<file path="src/rtl/max_pool_2x2.sv">
// 2x2 max pooling, stride 2, per channel, over a raster-order feature stream.
// Horizontal pairs are reduced on arrival; even rows park their pair maxima in a
// half-width line buffer, odd rows combine with it and emit one vector per window.
// Build option: define MAX_POOL_RELU_EN to clamp negative pooled values to zero.
module max_pool_2x2 #(
    parameter int ROW_WIDTH = 28,
    parameter int NUM_ROWS  = 28,
    parameter int CHANNELS  = 6,
    parameter int DATA_W    = 8
) (
    input  logic                         i_clk,
    input  logic                         i_rst,
    input  logic                         i_features_valid,
    input  logic [CHANNELS*DATA_W-1:0]   i_features_in,
    output logic                         o_features_valid,
    output logic [CHANNELS*DATA_W-1:0]   o_features_out,
    output logic                         o_frame_last
);

    localparam int HalfW = ROW_WIDTH / 2;
    localparam int ColW  = (ROW_WIDTH > 1) ? $clog2(ROW_WIDTH) : 1;
    localparam int RowW  = (NUM_ROWS > 1) ? $clog2(NUM_ROWS) : 1;
    localparam int AddrW = (HalfW > 1) ? $clog2(HalfW) : 1;
    localparam int VecW  = CHANNELS * DATA_W;

    if ((ROW_WIDTH % 2) != 0 || ROW_WIDTH < 2 || (NUM_ROWS % 2) != 0 || NUM_ROWS < 2)
    begin : g_bad_cfg
        $fatal(1, "max_pool_2x2: ROW_WIDTH and NUM_ROWS must be even and at least 2");
    end

    typedef enum logic {PhFill, PhEmit} phase_e;

    phase_e            phase_q;
    logic [ColW-1:0]   col_cnt_q;
    logic [RowW-1:0]   row_cnt_q;
    logic [DATA_W-1:0] held_q [CHANNELS];
    logic [VecW-1:0]   line_buf [HalfW];

    logic              col_last;
    logic              row_last;
    logic              col_odd;
    logic [AddrW-1:0]  lb_addr;
    logic [VecW-1:0]   lb_rd;
    logic [VecW-1:0]   hmax;
    logic [VecW-1:0]   pooled;

    function automatic logic [DATA_W-1:0] smax(input logic [DATA_W-1:0] a,
                                               input logic [DATA_W-1:0] b);
        return ($signed(a) > $signed(b)) ? a : b;
    endfunction

    assign col_last = (col_cnt_q == ColW'(ROW_WIDTH - 1));
    assign row_last = (row_cnt_q == RowW'(NUM_ROWS - 1));
    assign col_odd  = col_cnt_q[0];
    // Each horizontal pair shares one line-buffer slot, so the column drops its LSB.
    assign lb_addr  = AddrW'(col_cnt_q >> 1);
    assign lb_rd    = line_buf[lb_addr];

    // Pair maximum of the held even pixel and the incoming odd pixel, then window maximum.
    always_comb begin
        hmax   = '0;
        pooled = '0;
        for (int c = 0; c < CHANNELS; c++) begin
            hmax[c*DATA_W +: DATA_W]   = smax(held_q[c], i_features_in[c*DATA_W +: DATA_W]);
            pooled[c*DATA_W +: DATA_W] = smax(lb_rd[c*DATA_W +: DATA_W],
                                              hmax[c*DATA_W +: DATA_W]);
`ifdef MAX_POOL_RELU_EN
            if (pooled[c*DATA_W + DATA_W - 1]) begin
                pooled[c*DATA_W +: DATA_W] = '0;
            end
`endif
        end
    end

    // Counters, phase FSM, held pixel and registered outputs.
    always_ff @(posedge i_clk or posedge i_rst) begin
        if (i_rst) begin
            phase_q          <= PhFill;
            col_cnt_q        <= '0;
            row_cnt_q        <= '0;
            o_features_valid <= 1'b0;
            o_frame_last     <= 1'b0;
            o_features_out   <= '0;
            for (int c = 0; c < CHANNELS; c++) begin
                held_q[c] <= '0;
            end
        end else begin
            o_features_valid <= 1'b0;
            o_frame_last     <= 1'b0;
            if (i_features_valid) begin
                if (!col_odd) begin
                    for (int c = 0; c < CHANNELS; c++) begin
                        held_q[c] <= i_features_in[c*DATA_W +: DATA_W];
                    end
                end else if (phase_q == PhEmit) begin
                    o_features_out   <= pooled;
                    o_features_valid <= 1'b1;
                    o_frame_last     <= row_last && col_last;
                end
                if (col_last) begin
                    col_cnt_q <= '0;
                    row_cnt_q <= row_last ? '0 : row_cnt_q + 1'b1;
                    // Rows alternate fill/emit; NUM_ROWS is even so a frame ends in emit.
                    phase_q   <= (phase_q == PhFill) ? PhEmit : PhFill;
                end else begin
                    col_cnt_q <= col_cnt_q + 1'b1;
                end
            end
        end
    end

    // Line buffer of pair maxima from the even row; written before every read, never reset.
    always_ff @(posedge i_clk) begin
        if (i_features_valid && col_odd && phase_q == PhFill) begin
            line_buf[lb_addr] <= hmax;
        end
    end

endmodule

</file>
<file path="config.mk">
export PLATFORM = sky130hd
export DESIGN_NAME = max_pool_2x2
export DESIGN_NICKNAME = d
export VERILOG_FILES = /design/src/rtl/max_pool_2x2.sv
export SDC_FILE = /design/constraint.sdc
export NUM_CORES = 1
export LEC_CHECK = 0
export CORE_MARGIN = 2
export CORE_UTILIZATION = 35
export DETAILED_ROUTE_END_ITERATION = 6
export GPL_TIMING_DRIVEN = 0
export PLACE_DENSITY_LB_ADDON = 0.05
export REMOVE_ABC_BUFFERS = 1
export SYNTH_ARGS = -nofsm -noshare
export SYNTH_HDL_FRONTEND = slang
export SYNTH_SLANG_ARGS = --single-unit
</file>
<file path="constraint.sdc">
create_clock -name i_clk -period 5.31 [get_ports i_clk]
set_clock_uncertainty 0.1 [all_clocks]
set_input_delay 1.062 -clock i_clk [delete_from_list [all_inputs] [get_ports i_clk]]
set_output_delay 1.062 -clock i_clk [all_outputs]
set_load 0.005 [all_outputs]
</file>
==> impl_metrics.env, run 1 <==
export IMPL_drc=0
export IMPL_leakagePower_nw=13.88
export IMPL_clock_path_buffers=3
export IMPL_cp_required_ns=5.76
export IMPL_tritoncts="done"
export IMPL_drt_iter0_markers=1225
export IMPL_root_buffer="clkbuf_16"
export IMPL_critical_path_class="in -> reg"
export IMPL_dp_cells=3312
export IMPL_grt_max_degree=62
export IMPL_wl_met3_um=3577
export IMPL_avgViaCountPerCell=5.218
export IMPL_postCtsSetupRepairBufs=0
export IMPL_fmax_ghz=0.2034
export IMPL_routed_wl_um=86260
export IMPL_drt_pass1_iter_count=5
export IMPL_p_per_area_mw_per_mm2=545.9
export IMPL_synthCells=1987
export IMPL_antenna_found_initial=6
export IMPL_rrSetupSlack_ns=0.42
export IMPL_synth_top_family_by_area="multiplexers"
export IMPL_fillers=8473
export IMPL_route_met2_wl_um=40720
export IMPL_gp_congestion=0.7242
export IMPL_hold_path_class="reg -> reg"
export IMPL_post_synth_cell_area_avg_sq_um=16.74
export IMPL_wl_per_cell_um=24.79
export IMPL_worst_pin_slew_ns=0.9592
export IMPL_clkPwrFrac=0.286
export IMPL_rsz0062_at_grt="false"
export IMPL_io_pins=101
export IMPL_period_needed_ns=4.917
export IMPL_ys_flop_type="edfxtp_1"
export IMPL_synth_compound_area_frac=0.05948
export IMPL_grt_first_pass_wirelength_um=127800
export IMPL_fp_row_count=113
export IMPL_clk_pin_slew_ns=0.06
export IMPL_end_kind="flip-flop"
export IMPL_pwr_share_seq=0.382
export IMPL_yosys_area_share_simple=0.03819
export IMPL_synth_edf_count=672
export IMPL_arrival_ns=5.37
export IMPL_antenna_left=0
export IMPL_antenna_cells=0
export IMPL_grt_usage=0.1780
export IMPL_worstRegToRegCells=11
export IMPL_dr_total_vias=18159
export IMPL_ys_types=57
export IMPL_vdd_ir_drop_max_uv=279.3
export IMPL_io_buffers=100
export IMPL_cts_made_buffers=89
export IMPL_holdBufCountCts=0
export IMPL_initial_core_util=0.3516
export IMPL_fin_nets=2287
export IMPL_synthAdderAreaFrac=0.03687
export IMPL_finalCritPeriodShare=0.9259
export IMPL_synthToLayoutAreaGrowth_pct=19.10
export IMPL_hold_depth=2
export IMPL_clock_sinks=781
export IMPL_cts_htree_levels=3
export IMPL_switching_share=0.3292
export IMPL_synthXorXnorAreaFrac=0.0002634
export IMPL_slew_viol_final=0
export IMPL_instances_no_fill=3480
export IMPL_die_h_um=312.3
export IMPL_start_kind="primary input"
export IMPL_grt_ovfl_total=0
export IMPL_power_internal_mw=14.50
export IMPL_met1Wirelength_um=40230
export IMPL_insertion_delay_ns=0.64
export IMPL_highest_layer="met5"
export IMPL_hpwl_um=51900
export IMPL_switching_power_mw=7.117
export IMPL_hold_viol=0
export IMPL_layout_setup_ws_ns=0.3934
export IMPL_grt_pass1_vias=19132
export IMPL_pre_cts_ws_ns=-0.5200
export IMPL_cts_resized=0
export IMPL_final_common_cell="edfxtp_1"
export IMPL_synth_warnings=0
export IMPL_slew_headroom=0.3595
export IMPL_final_cell_mix="edfxtp_1 (672), mux4_2 (147), a21oi_1 (136)"
export IMPL_dieArea_sq_mm=0.09750
export IMPL_synthMuxAreaShare=0.1478
export IMPL_pwr_share_comb=0.332
export IMPL_synth_area_sq_mm=0.03326
export IMPL_async_flop_share=0.1396
export IMPL_outcome="completed"
export IMPL_seq_area_frac_synth=0.6888
export IMPL_ys_ff_latch=781
export IMPL_die_x_um=312.3
export IMPL_drive_gt1_frac=0.1905
export IMPL_maxCapViolCount=0
export IMPL_setup_viol=0
export IMPL_cp_max_fo=10
export IMPL_power_total_mw=21.62
export IMPL_design_core_area_sq_mm=0.09459
==> metrics by stage <==
stage,hold WS [ns],utilization,TNS (ns),cell area (sq um)
2_1_floorplan,0.3542,-,-2900.78,32800
3_3_place_gp,0.3778,0.3741,-8159.99,35380
3_5_place_dp,0.3967,0.3875,-7.185,36650
4_1_cts,0.4098,0.4187,0,39600
5_1_grt,0.4263,0.4187,0,39610
6_report,0.4031,0.4187,0,39610
==> metal layers <==
layer,up-vias,global-route usage
met3,121,0.02873
li1,8121,-
met2,358,0.2860
met4,6,0.04097
met5,-,0
met1,9553,0.2546
==> flip-flops by register name (all words and copies together), names as in the netlist <==
| name | cells |
|---|---|
| col_cnt_q | 5 |
| line_buf | 672 |
| o_features_valid | 1 |
| row_cnt_q | 5 |
| phase_q | 1 |
| held_q | 48 |
| o_frame_last | 1 |
| o_features_out | 48 |
==> worst paths after layout <==
path	from	end
max	i_features_in[29]	o_features_out[28]
min	o_features_out[17]	o_features_out[17]
max reg2reg	col_cnt_q[4]	o_features_out[43]
min reg2reg	o_features_out[17]	o_features_out[17]
max in group asynchronous	i_rst	o_features_out[18]
min in group asynchronous	i_rst	held_q[46]
==> synthesized netlist by cell type (11+ instances only) <==
| master | instances | share of area |
|---|---|---|
| a21o_1 | 18 | 0.0041 |
| a21oi_1 | 137 | 0.021 |
| and3_1 | 26 | 0.0049 |
| buf_1 | 12 | 0.0014 |
| buf_2 | 14 | 0.0021 |
| buf_4 | 11 | 0.0025 |
| clkbuf_1 | 42 | 0.0047 |
| dfrtp_1 | 109 | 0.082 |
| edfxtp_1 | 672 | 0.61 |
| ha_1 | 98 | 0.037 |
| inv_1 | 132 | 0.015 |
| mux2_1 | 14 | 0.0047 |
| mux2_2 | 58 | 0.020 |
| mux2i_1 | 77 | 0.023 |
| mux4_2 | 147 | 0.10 |
| nand2_1 | 62 | 0.0070 |
| nand2b_1 | 15 | 0.0028 |
| nand3_1 | 22 | 0.0033 |
| nand4_1 | 14 | 0.0026 |
| nor2_1 | 87 | 0.0098 |
| o211ai_1 | 18 | 0.0041 |
| o21ai_0 | 55 | 0.0083 |
| o21ai_1 | 12 | 0.0018 |
| o22ai_1 | 34 | 0.0064 |
==> cell families (layout without fill, tap and decap cells) <==
group,after synthesis,count (layout)
flip-flops,781,781
AO/OA/AOI/OAI,327,327
multiplexers,297,297
AND/OR/NAND/NOR,263,263
buffers and inverters,220,448
adder cells (fa/ha/maj),98,98
XOR/XNOR,1,1
==> critical path: stages <==
cell and delay, ns:
clkdlybuf4s50_1 0.50, inv_1 0.05, ha_1 0.31, a21o_1 0.22, a2111oi_2 0.41, o221ai_1 0.21, o311ai_2 0.29, mux2i_1 0.40
ha_1 0.30, nor2b_1 0.13, o21ai_0 0.14, a21oi_1 0.09, o21ai_1 0.64, nand2_1 0.39, o21ai_1 0.23
==> power by group through the flow <==
stage	Sequential, mW	Clock (mW)	Combinational [mW]
6_report	8.27	6.18	7.17
5_1_grt	8.34	6.60	7.96
4_1_cts	8.29	6.36	7.31
3_5_place_dp	8.41	0	7.28
3_3_place_gp	8.92	0	6.21
2_1_floorplan	8.56	0	4.58
==> final cells by class <==
cell class,instances,area [sq um],share of cell area
Clock buffer,116,2441,0.06163
Clock inverter,52,513.0,0.01295
Inverter,132,500.5,0.01264
Multi-Input combinational cell,986,9537,0.2408
Sequential cell,781,22920,0.5787
Tap cell,1265,1583,0.03996
Timing Repair Buffer,148,2112,0.05332
Power figures use the tool's default switching activity.
==> run 2, diff against run 1 <==
--- a/config.mk
+++ b/config.mk
@@ -5,10 +5,10 @@
 export SDC_FILE = /design/constraint.sdc
 export NUM_CORES = 1
 export LEC_CHECK = 0
+export ABC_CLOCK_PERIOD_IN_PS = 5310
 export CORE_MARGIN = 2
 export CORE_UTILIZATION = 35
 export DETAILED_ROUTE_END_ITERATION = 6
-export GPL_TIMING_DRIVEN = 0
 export PLACE_DENSITY_LB_ADDON = 0.05
 export REMOVE_ABC_BUFFERS = 1
 export SYNTH_ARGS = -nofsm -noshare
==> run 2 against run 1 <==
Effect of this change:
- sequential cell count did not move
- cell count rose by 0.80%
- wire length rose by 0.32%
- critical endpoint is now o_features_out[31]
==> impl_metrics.env, run 2 (same netlist as run 1, synthesis figures left out) <==
export IMPL_slew_viol_final=0
export IMPL_antenna_left=0
export IMPL_io_buffers=100
export IMPL_wl_met3_um=3292
export IMPL_p_per_area_mw_per_mm2=549.4
export IMPL_fp_row_count=113
export IMPL_instances_no_fill=3508
export IMPL_grt_max_degree=72
export IMPL_dr_total_vias=18163
export IMPL_end_kind="flip-flop"
export IMPL_grt_usage=0.1784
export IMPL_gp_congestion=0.7490
export IMPL_drt_pass1_iter_count=5
export IMPL_dp_cells=3341
export IMPL_fin_nets=2317
export IMPL_final_common_cell="edfxtp_1"
export IMPL_pre_cts_ws_ns=-0.05709
export IMPL_cts_made_buffers=90
export IMPL_io_pins=101
export IMPL_largest_reg_flops=672
export IMPL_switching_power_mw=7.128
export IMPL_dieArea_sq_mm=0.09750
export IMPL_initial_core_util=0.3516
export IMPL_pwr_share_seq=0.384
export IMPL_grt_ovfl_total=0
export IMPL_hold_viol=0
export IMPL_holdBufCountCts=0
export IMPL_layout_setup_ws_ns=0.5597
export IMPL_clock_sinks=781
export IMPL_arrival_ns=5.20
export IMPL_pwr_share_comb=0.342
export IMPL_final_cell_area_sq_mm=0.03911
export IMPL_power_internal_mw=14.36
export IMPL_period_needed_ns=4.750
export IMPL_setup_viol=0
export IMPL_leakagePower_nw=13.74
export IMPL_final_cell_mix="edfxtp_1 (672), mux4_2 (147), a21oi_1 (137)"
export IMPL_drt_iter0_markers=1087
export IMPL_cp_required_ns=5.76
export IMPL_wl_per_cell_um=24.67
export IMPL_root_buffer="clkbuf_16"
export IMPL_grt_pass1_vias=19130
export IMPL_reg_top3="line_buf (672), held_q (48), o_features_out (48)"
export IMPL_postCtsSetupRepairBufs=0
export IMPL_maxCapViolCount=0
export IMPL_cts_resized=0
export IMPL_fmax_ghz=0.2105
export IMPL_clock_path_buffers=3
export IMPL_drive_gt1_frac=0.1957
export IMPL_die_h_um=312.3
export IMPL_cts_htree_levels=3
export IMPL_cp_max_fo=10
export IMPL_avgViaCountPerCell=5.178
export IMPL_clk_pin_slew_ns=0.06
export IMPL_max_flop_register="line_buf"
export IMPL_place_area_sq_mm=0.03627
export IMPL_whs_ns=0.4012
export IMPL_drc=0
export IMPL_insertion_delay_ns=0.64
export IMPL_synthToLayoutAreaGrowth_pct=17.58
export IMPL_vdd_ir_drop_max_uv=252.9
export IMPL_slew_headroom=0.3894
export IMPL_hpwl_um=49130
export IMPL_met1Wirelength_um=40210
export IMPL_highest_layer="met5"
export IMPL_start_kind="primary input"
export IMPL_worst_pin_slew_ns=0.9145
export IMPL_design_core_area_sq_mm=0.09459
export IMPL_outcome="completed"
export IMPL_routed_wl_um=86540
export IMPL_hold_path_class="reg -> reg"
export IMPL_antenna_found_initial=1
export IMPL_antenna_cells=0
export IMPL_grt_first_pass_wirelength_um=128600
export IMPL_power_total_mw=21.48
export IMPL_tritoncts="done"
export IMPL_finalCritPeriodShare=0.8946
export IMPL_clkPwrFrac=0.275
export IMPL_route_met2_wl_um=41130
export IMPL_die_x_um=312.3
export IMPL_switching_share=0.3318
export IMPL_rsz0062_at_grt="false"
export IMPL_critical_path_class="in -> reg"
==> run 2: cell count changes in the layout (fill, tap and decap cells not counted), moves of 6 or more <==
cell	delta
buf_12	-15
buf_4	+64
bufinv_16	-7
clkinv_2	-12
clkbuf_1	+6
buf_16	-20
==> run 2: worst max-delay path, cell delays in order <==
cell and delay, ns:
clkdlybuf4s50_1 0.50, inv_1 0.05, ha_1 0.30, a21o_1 0.20
a2111oi_2 0.41, o221ai_1 0.21, o311ai_2 0.28, mux2i_1 0.34
ha_1 0.28, nor2b_1 0.14, o21ai_0 0.14, a21oi_1 0.09
o21ai_1 0.62, nand2_1 0.35, o21ai_1 0.22
==> run 2: per-layer routing <==
| metal | vias up | GRT usage |
|---|---|---|
| li1 | 8165 | - |
| met1 | 9547 | 0.2493 |
| met2 | 330 | 0.2893 |
| met3 | 119 | 0.03165 |
| met4 | 2 | 0.04491 |
| met5 | - | 0 |
==> run 2: area by class of cell <==
cell class	instances	area [sq um]
Multi-Input combinational cell	986	9525
Sequential cell	781	22920
Timing Repair Buffer	177	1742
Clock buffer	127	2555
Fill cell	8493	55480
Inverter	132	500.5
Tap cell	1265	1583
Clock inverter	40	277.8
==> run 2: metrics by stage <==
step                        util  TNS [ns]
final                     0.4134         0
after global routing      0.4134         0
after CTS                 0.4134         0
after detailed placement  0.3835   -0.3074
after global placement    0.3835   -0.2507
after floorplan                -  -2900.78
==> run 2: worst paths after layout <==
path | startpoint | endpoint | slack, ns | depth (start not counted)
min reg2reg | o_features_out[19] | o_features_out[19] | 0.40 | 2
max reg2reg | col_cnt_q[1] | o_features_out[31] | 0.89 | 12
max in group asynchronous | i_rst | o_features_valid | 3.32 | 3
min | o_features_out[19] | o_features_out[19] | 0.40 | 2
min in group asynchronous | i_rst | phase_q | 0.79 | 2
max | i_features_in[29] | o_features_out[31] | 0.56 | 15
==> run 2: power groups by stage <==
stage               Clock, mW  Sequential [mW]  Combinational [mW]
global route             6.31             8.32                8.14
finish                   5.90             8.24                7.34
CTS                      6.09             8.27                7.50
floorplan                   0             8.56                4.58
detailed placement          0             8.39                7.47
global placement            0             8.38                7.40
==> run 3, diff against run 2 <==
--- a/config.mk
+++ b/config.mk
@@ -11,6 +11,7 @@
 export DETAILED_ROUTE_END_ITERATION = 6
 export PLACE_DENSITY_LB_ADDON = 0.05
 export REMOVE_ABC_BUFFERS = 1
+export SETUP_SLACK_MARGIN = 0.1
 export SYNTH_ARGS = -nofsm -noshare
 export SYNTH_HDL_FRONTEND = slang
 export SYNTH_SLANG_ARGS = --single-unit
==> results of run 3 <==
Same layout as run 2: the final DEF is identical, and so are final timing and power.
